==> config.mk <==
export PLATFORM = sky130hd
export DESIGN_NAME = led_counter_gen2
export DESIGN_NICKNAME = d
export VERILOG_FILES = /design/src/rtl/led_counter_gen2.sv
export SDC_FILE = /design/constraint.sdc
export NUM_CORES = 1
export LEC_CHECK = 0
export CORE_UTILIZATION = 47
export DETAILED_ROUTE_END_ITERATION = 10
export GPL_ROUTABILITY_DRIVEN = 0
export PLACE_DENSITY = 0.84
export SLEW_MARGIN = 15
export SYNTH_ARGS = -nofsm -noshare
export SYNTH_HDL_FRONTEND = slang
export SYNTH_SLANG_ARGS = --single-unit
==> constraint.sdc <==
create_clock -name clk -period 5.5 [get_ports clk]
set_clock_uncertainty 0.15 [all_clocks]
set_input_delay 1.65 -clock clk [delete_from_list [all_inputs] [get_ports clk]]
set_output_delay 1.65 -clock clk [all_outputs]
set_load 0.005 [all_outputs]
==> src/rtl/led_counter_gen2.sv <==
// led_counter_gen2: free-running LED counter with a clock-enable prescaler,
// up/down counting, parallel load and wrap / saturate / one-shot boundaries.
// LEDs show the counter MSBs. tick and wrap_pulse are one-cycle pulses that
// line up with the new count value.
module led_counter_gen2 #(
  parameter int               WIDTH    = 32,
  parameter int               LED_W    = 16,
  parameter int               PRESCALE = 1,
  parameter logic [WIDTH-1:0] TOP      = {WIDTH{1'b1}}
) (
  input  logic             clk,
  input  logic             reset,
  input  logic             enable,
  input  logic             dir,
  input  logic [1:0]       mode,
  input  logic             load,
  input  logic [WIDTH-1:0] load_value,
  input  logic             clear_flag,
  output logic [WIDTH-1:0] count,
  output logic [LED_W-1:0] led,
  output logic             tick,
  output logic             wrap_pulse,
  output logic             overflow_flag,
  output logic             done
);

  localparam int             PS_W    = (PRESCALE > 1) ? $clog2(PRESCALE) : 1;
  localparam logic [PS_W-1:0] PS_LAST = PS_W'(PRESCALE - 1);

  localparam logic [1:0] M_SAT = 2'b01;
  localparam logic [1:0] M_ONE = 2'b10;

  logic [PS_W-1:0]  ps;
  logic             halted;
  logic             at_bound;
  logic [WIDTH-1:0] load_clamped;

  // A finished one-shot freezes the prescaler as well as the count.
  assign halted       = done && (mode == M_ONE);
  assign at_bound     = dir ? (count == '0) : (count == TOP);
  assign load_clamped = (load_value > TOP) ? TOP : load_value;
  assign led          = count[WIDTH-1 -: LED_W];

  // Prescaler, counter, pulses and flags. Priority: reset > load > step.
  // clear_flag is ordered first so a boundary event in the same cycle wins.
  always_ff @(posedge clk) begin
    if (reset) begin
      count         <= '0;
      ps            <= '0;
      tick          <= 1'b0;
      wrap_pulse    <= 1'b0;
      overflow_flag <= 1'b0;
      done          <= 1'b0;
    end else begin
      tick       <= 1'b0;
      wrap_pulse <= 1'b0;
      if (mode != M_ONE) done          <= 1'b0;
      if (clear_flag)    overflow_flag <= 1'b0;
      if (load) begin
        count <= load_clamped;
        ps    <= '0;
        done  <= 1'b0;
      end else if (enable && !halted) begin
        if (ps == PS_LAST) begin
          ps   <= '0;
          tick <= 1'b1;
          if (at_bound) begin
            overflow_flag <= 1'b1;
            case (mode)
              M_SAT:   ;
              M_ONE:   done <= 1'b1;
              default: begin
                count      <= dir ? TOP : '0;
                wrap_pulse <= 1'b1;
              end
            endcase
          end else begin
            count <= dir ? count - 1'b1 : count + 1'b1;
          end
        end else begin
          ps <= ps + PS_W'(1);
        end
      end
    end
  end

endmodule

; Yosys cells after proc, flatten, opt, wreduce, memory -nomap -nowiden
; Cells that the tools add are included.
; Widths: inputs -> output; s select.
[totals]
regBits = 37
out_inout_bits = 52
elab_cells = 50
[classes]
add_sub_neg = 3
n_lt_le_gt_ge = 1
eq_ne = 6
reduce_logical = 10
n_mux = 22
n_bitwise = 2
[op_table]
columns = cell, count
row1 = $mux 32, 8
row2 = $add 32x1->32 const B, 1
row3 = $eq 32x32->1 const B, 1
row4 = $gt 32x32->1 const B, 1
row5 = $logic_not 32->1, 1
row6 = $sub 32x1->32 const B, 1
row7 = $mux 1, 14
row8 = $reduce_or 5->1, 1
row9 = $ne 2x2->1 const B, 2
row10 = $reduce_or 2->1, 2
row11 = $ne 3x3->1 const B, 1
row12 = $reduce_and 3->1, 1
row13 = $reduce_or 3->1, 1
row14 = $eq 2x1->1 const B, 1
row15 = $eq 2x2->1 const B, 1
row16 = $logic_and 1x1->1, 2
row17 = $not 1->1, 2
row18 = $reduce_bool 2->1, 1
row19 = $add 1x1->1 const B, 1
row20 = $logic_not 1->1, 1

; Depth between registers and ports, before layout
; Gate-level depths: netlist of run 1.
[logic_depth]
depth_word = 7
depth_mapped = 11
depth_no_buf = 10

; Worst setup path before layout of run 1
; No wires, ideal clock.
[synth_path]
kind = input-to-reg
start = in dir
end = reg count[29]
stages = 10
path_slack_ns = 1.436
t_arrival_ns = 3.797
setup_ns = 0.117
path_buffers = 0
cell_sequence = ha_1 a21o_1 o21bai_1 a311o_1 a221o_1 a21o_1 a31o_1 and4b_1 o211ai_1 nand2_1
[synth_via]
elab_chain_len = 6
elab_cells_between_ends = 10
[synth_lines]
columns = element, line
row1 = "start, declared", 14  ; input logic dir,
row2 = $mux 32, 73  ; count <= dir ? TOP : '0;
row3 = $mux 32, 69  ; case (mode)
row4 = $mux 32, 67  ; if (at_bound) begin
row5 = $mux 32, 64  ; if (ps == PS_LAST) begin
row6 = $mux 32, 63  ; end else if (enable && !halted) begin
row7 = $mux 32, 59  ; if (load) begin
row8 = "end signal, assigned", 60  ; count <= load_clamped;
row9 = "end signal, assigned", 73
row10 = "end signal, assigned", 78  ; count <= dir ? count - 1'b1 : count + 1'b1;
row11 = "end, declared", 19  ; output logic [WIDTH-1:0] count,
; Several ways; a longest one is shown, not always the timed one. The select of a mux whose other input is x is not followed.
; A chain may end at the register's enable or synchronous reset.

; Worst setup path after layout of run 1
[layout_path]
start = in dir
end = reg count[24]
; Same word-level chain as after synthesis.

==> impl_results.md, run 1 <==
* First-pass GRT wire length at 18.3 mm
* Max FO, Critical Path at 22
* Clock Tree Root: clkbuf_8
* Ys flop type: dfxtp_1
* Die Y at 89.0 um
* Sequential Area at 721 um^2
* Total of warnings raised by yosys at 0
* Setup_tns at 0 ns
* Worst skew pair latency at 0.31 ns
* Ant diodes at 0
* Antenna violations before repair at 0
* Core ar. at 0.00729 mm^2
* Proportion of layout cells with a drive suffix above 1 at 3.38%
* DR vias at 4111
* Boundary Pins at 92
* Post-CTS Hold Fix Bufs at 0
* Cell Area, Synth at 0.00356 mm^2
* Die Span X at 89.0 um
* CTS buffer count at 5
* Library cells used by synthesis at 57
* Grt ovf at 0
* Post-DP HPWL at 8.40 mm
* TritonCTS clock tree: built
* Vias in the first global route at 3895
* Crit path launch type: primary input
* Yosys top cell area share at 20.2%
* Worst EP required at 5.55 ns
* Clk buf depth at 2
* Outcome: finished clean
* Slew @ Worst Pin at 0.949 ns
* CTS-repair resized insts at 0
* Synth area leaders: dfxtp_1, ha_1, a21oi_1
* Multi-input gate area at 0.00258 mm^2
* Post-synthesis cell count at 497
* Die ar. at 0.00793 mm^2
* Total track usage at 29.6%
* Final Worst Setup Slack at 0.782 ns
* Power Dens Cells at 246 mW/mm^2
* Setup crit end kind: flip-flop
* Maxcap violations at 0
* Initial Util at 48.8%
* Via-to-Cell Ratio at 6.22
* Final Max Slew Viols at 0
* Num rows at 31
* Number of port buffers at 91
* Number of enable flip-flop cells after synthesis at 0
* FILL cells at 693
* Hold Crit Class: flip-flop to flip-flop
* Post-layout net count at 634
* Synthesis-stage register bit count at 36
* DR pass1 iterations at 5
* Max H-tree Level at 2
* Max-slew headroom at 36.8%
* Hold Vio Cnt, Final at 0
* Final Cycle Share at 85.8%
* Async set-reset flop share out of synthesis at 0%
* Unrepaired setup endpoints after global routing: false
* Reg clk slew, reported paths at 0.09 ns
* Initial DRC count at 387
* Worst slack, placed at 0.564 ns
* Register area share after synthesis at 20.2%
* Final setup viols at 0
* Static leakage at 1.87 nW
* Clk sinks at 36
* Mapped Nets at 570
* Kind of critical path: primary input to flip-flop
* Drt wl/cell at 17.1 um
* Layout Area Growth over Synthesis at 27.5%
* Antenna Nets Post-Route at 0
* Area leader, netlist: dfxtp_1
* Largest net degree at the start of global routing at 33
* Worst VDD drop at 0.000111 V
* Min Clock Period, post-route at 4.72 ns
* CP arrival at 4.77 ns
* Fmax achieved at 0.212 GHz
* # DRC at 0
* Mean Syn Cell Area at 7.16 um^2
* Postcts setup bufs at 0
* Total routed wirelength at 11.3 mm
## synthesized netlist by cell type, types with 14 or more instances
cell type and number:
o21ai_0 31, xnor2_1 21, a21oi_1 51, nand2_1 43, nor2_1 49, dfxtp_1 36
a21o_1 14, clkbuf_1 20, buf_4 17, ha_1 32, nor3_1 35
## state kept, by name (all words and copies together), names as in the netlist
register	cells
tick	1
wrap_pulse	1
count	32
done	1
overflow_flag	1
## path summary, 6_finish.rpt
| path | from | to | slack [ns] | cells after the start |
|---|---|---|---|---|
| setup / recovery | dir | count[24] | 0.78 | 12 |
| hold / removal | overflow_flag | overflow_flag | 0.35 | 2 |
| setup reg to reg | count[25] | count[17] | 2.43 | 9 |
| hold reg to reg | overflow_flag | overflow_flag | 0.35 | 2 |
## critical path, cell delays in order
cell             delay (ns)
clkdlybuf4s50_1        0.46
buf_4                  0.29
ha_1                   0.34
a21oi_1                0.26
a31oi_1                0.14
o21ai_1                0.18
o21ai_1                0.21
a41o_1                 0.39
a2111oi_0              0.47
nor3_1                 0.15
mux2i_1                0.16
o21ai_1                0.07
## cell families (layout without fill, tap and decap cells)
family                   Yosys count  after routing  synth area share [%]
XOR/XNOR                          26             26                  6.40
multiplexers                       3              3                 0.844
flip-flops                        36             36                  20.2
buffers and inverters             52            117                  7.38
AND/OR/NAND/NOR                  188            188                  25.6
AO/OA/AOI/OAI                    159            159                  27.7
adder cells (fa/ha/maj)           33             33                  11.8
## cell usage in the layout (no fill, tap or decap), types with 11 or more instances in the layout
| cell | instances |
|---|---|
| xnor2_1 | 21 |
| ha_1 | 32 |
| clkdlybuf4s50_1 | 91 |
| nand2_1 | 43 |
| nor3_1 | 35 |
| a21o_1 | 14 |
| o21ai_0 | 31 |
| dfxtp_1 | 36 |
| nand4_1 | 11 |
| nor2_1 | 49 |
| a21oi_1 | 51 |
## stage by stage
step | cell area (um^2) | power [mW] | hold WS, ns | utilization [%] | cells
after detailed placement | 4430 | 0.861 | 0.348 | 60.7 | 653
after CTS | 4540 | 1.11 | 0.366 | 62.2 | 661
after global routing | 4540 | 1.18 | 0.381 | 62.2 | 661
final | 4540 | 1.12 | 0.352 | 62.2 | 661
after floorplan | 3560 | 0.679 | 0.321 | - | 497
after global placement | 4430 | 0.847 | 0.321 | 60.7 | 653
## cell type report
class,count,area share (%)
clock inverters,3,0.938
inverters,12,0.993
repair buffers,97,21.1
well taps,99,2.73
multi-input cells,409,56.9
flip-flops and latches,36,15.9
clock buffers,5,1.52
## layer usage
metal	share of wire, %	up-vias	track usage, %
li1	-	1954	-
met1	41	1874	37.8
met2	46	239	48.9
met3	8.5	44	3.79
met4	4.1	0	15.9
met5	0	-	0
## where the power goes
group	switching (mW)	internal, mW	total [mW]	leakage [nW]
Sequential	0.0504	0.289	0.339	0.300
Clock	0.111	0.134	0.245	0.0541
Combinational	0.268	0.264	0.532	1.51
Total	0.429	0.687	1.12	1.87
Power figures use the tool's default switching activity.
==> inputs of run 2 (changes only) <==
ABC_AREA = 1   (was unset)
CORE_UTILIZATION = 45   (was 47)
PLACE_DENSITY = 0.78   (was 0.84)
==> run 2 against run 1 <==
Effect of this change: hold slack got worse by 0.024 ns; critical path depth is 3 higher; largest cell class unchanged; combinational power is 3% higher; fmax is 2.7% higher; utilization down 5.9 points; final cell count is 45% higher; critical path type unchanged; die area increased by 32%; sequential cell count is the same.
==> impl_results.md, run 2 <==
* Outcome: finished clean
* Power Dens Cells at 197 mW/mm^2
* Cell Area, Synth at 0.00451 mm^2
* Number of enable flip-flop cells after synthesis at 0
* Post-layout net count at 897
* Worst r2r src: count[0]
* Hold Vio Cnt, Final at 0
* Final Max Slew Viols at 0
* Yosys top cell area share at 16.0%
* Fmax achieved at 0.218 GHz
* Boundary Pins at 92
* Area leader, netlist: dfxtp_1
* Clock Tree Root: clkbuf_8
* Final Cycle Share at 83.5%
* Crit-path most repeated cell: nand2_1
* Async set-reset flop share out of synthesis at 0%
* Max H-tree Level at 2
* Ant diodes at 0
* Commonest non-fill, non-tap cells in the layout: nand2_1, clkdlybuf4s50_1, nor2_1
* Kind of critical path: primary input to flip-flop
* Initial DRC count at 524
* Total power at 1.08 mW
* Total routed wirelength at 15.6 mm
* Setup crit end kind: flip-flop
* Clk sinks at 36
* Ys flop type: dfxtp_1
* Unrepaired setup endpoints after global routing: false
* Layout Area Growth over Synthesis at 21.6%
* Library cells used by synthesis at 38
* Total of warnings raised by yosys at 0
* First-pass GRT wire length at 24.2 mm
* Max FO, Critical Path at 20
* Synth area leaders: dfxtp_1, nand2_1, ha_1
* Commonest non-fill, non-tap cell in the layout: nand2_1
* Slew @ Worst Pin at 0.926 ns
* R2R cell count at 14
* Post-DP HPWL at 12.3 mm
* Worst EP required at 5.59 ns
* Min Clock Period, post-route at 4.59 ns
* CTS buffer count at 5
* Share of the core filled with cells at 56.4%
* Post-CTS Hold Fix Bufs at 0
* Mux contribution to synthesized area at 0%
* CP Cell Sequence: clkdlybuf4s50_1 > fa_1 > nand2_1 > nand3_1 > o21ai_1 > o21ai_0 > nand2_1 > nand2_1 > nand2_1 > nand2_1 > nand2_1 > nand2_1 > nor2_1 > nor2_1 > nor2_1
* Worst reg2reg setup slack at 2.94 ns
* Largest net degree at the start of global routing at 37
* Vias in the first global route at 4812
* Static leakage at 2.53 nW
* Final setup viols at 0
* Setup_tns at 0 ns
* Critical R2R Capture: count[22]
* Post-synthesis cell count at 752
* Antenna Nets Post-Route at 0
* Via-to-Cell Ratio at 5.63
* CP startpoint: dir
* CP max stage cell: clkdlybuf4s50_1
* CP endpoint: count[22]
* CP arrival at 4.68 ns
* Initial Util at 46.4%
* Dpl cells at 950
* Reg clk slew, reported paths at 0.08 ns
* DR pass1 iterations at 5
* Postcts setup bufs at 0
* Worst VDD drop at 0.0000833 V
* Maxcap violations at 0
* Post-Synth Adder-Cell Area at 9.32%
* Largest family of logic cells by synthesized area: simple AND/OR/NAND/NOR gates
* Worst skew pair latency at 0.30 ns
* Crit path launch type: primary input
* Hold Crit Class: flip-flop to flip-flop
* Max-slew headroom at 38.1%
* Hold Crit Start: overflow_flag
* Mapped Nets at 825
* Most instantiated library cell after synthesis: nand2_1
* Register area share after synthesis at 16.0%
* Synthesis-stage register bit count at 36
* TritonCTS clock tree: built
* CTS-repair resized insts at 0
* Die ar. at 0.0104 mm^2
* Grt ovf at 0
* Core ar. at 0.00973 mm^2
* Synth Area in XOR/XNOR at 2.72%
* Clk buf depth at 2
* Number of port buffers at 91
* Die Span X at 102 um
* Total track usage at 30.4%
* Num rows at 36
* Commonest cells in the netlist: nand2_1, nor2_1, inv_1
* CP peak stage delay at 0.89 ns
* Max reg flops at 32
* Antenna violations before repair at 0
* # DRC at 0
* DR vias at 5388
* Mean Syn Cell Area at 6.00 um^2
* Synth Area in Simple Gates at 40.6%
* Die Y at 102 um
* Synth Area in Compound Gates at 19.0%
* Top reg by flops: count
* Proportion of layout cells with a drive suffix above 1 at 6.07%
* Drt wl/cell at 16.3 um
* Finished Layout Cells at 957
[run 2: cell types whose count changed in the layout (fill, tap and decap cells not counted), moves of 10 or more]
cell,previous run,this run
a21o_1,14,25
a21oi_2,1,11
inv_1,10,83
nand2_1,43,182
nand3_1,9,57
nand4_1,11,24
nor2_1,49,89
nor3_1,35,19
xnor2_1,21,1
[run 2: worst max-delay path: cells and delay by family]
family | cells | cell delay, ns
simple gates | 11 | 1.02
buf+inv | 1 | 0.89
fa+ha+maj | 1 | 0.72
compound gates | 2 | 0.39
[run 2: cell families (layout without fill, tap and decap cells)]
logic type	Yosys count	count (layout)
buf+inv	123	195
flops	36	36
fa+ha+maj	33	33
compound gates	141	141
xor+xnor	14	14
simple gates	405	405
[run 2: through the flow]
step | hold slack (ns) | setup WS, ns | instance area [um^2]
after CTS | 0.327 | 0.961 | 5480
final | 0.328 | 0.908 | 5480
after detailed placement | 0.313 | 0.654 | 5410
after global placement | 0.306 | 0.701 | 5410
after global routing | 0.359 | 0.669 | 5480
after floorplan | 0.311 | 2.22 | 4510
[run 2: worst min path at each step]
stage | end | slack (ns) | depth (start not counted)
after CTS | overflow_flag | 0.33 | 2
final | overflow_flag | 0.33 | 2
after global routing | overflow_flag | 0.36 | 2
after floorplan | overflow_flag | 0.31 | 2
after global placement | overflow_flag | 0.31 | 2
after detailed placement | overflow_flag | 0.31 | 2
[run 2: final cells by class]
cell class              count  area (um^2)
flip-flops and latches     36          721
inverters                  94          355
well taps                 133          166
clock inverters             1         5.00
multi-input cells         593         3230
clock buffers               6         72.6
fillers                   995         4250
repair buffers             94          933
[run 2: power breakdown]
| group | leakage (nW) | switching, mW | internal [mW] |
|---|---|---|---|
| clock network | 0.0410 | 0.105 | 0.0864 |
| logic | 2.19 | 0.318 | 0.228 |
| registers | 0.299 | 0.0575 | 0.284 |
| total | 2.53 | 0.480 | 0.599 |
[run 2: layer usage]
layer  track usage [%]  share of wire, %
met4              11.0               3.0
met5                 0                 0
met1              41.8                43
met3              4.31                11
met2              48.3                44
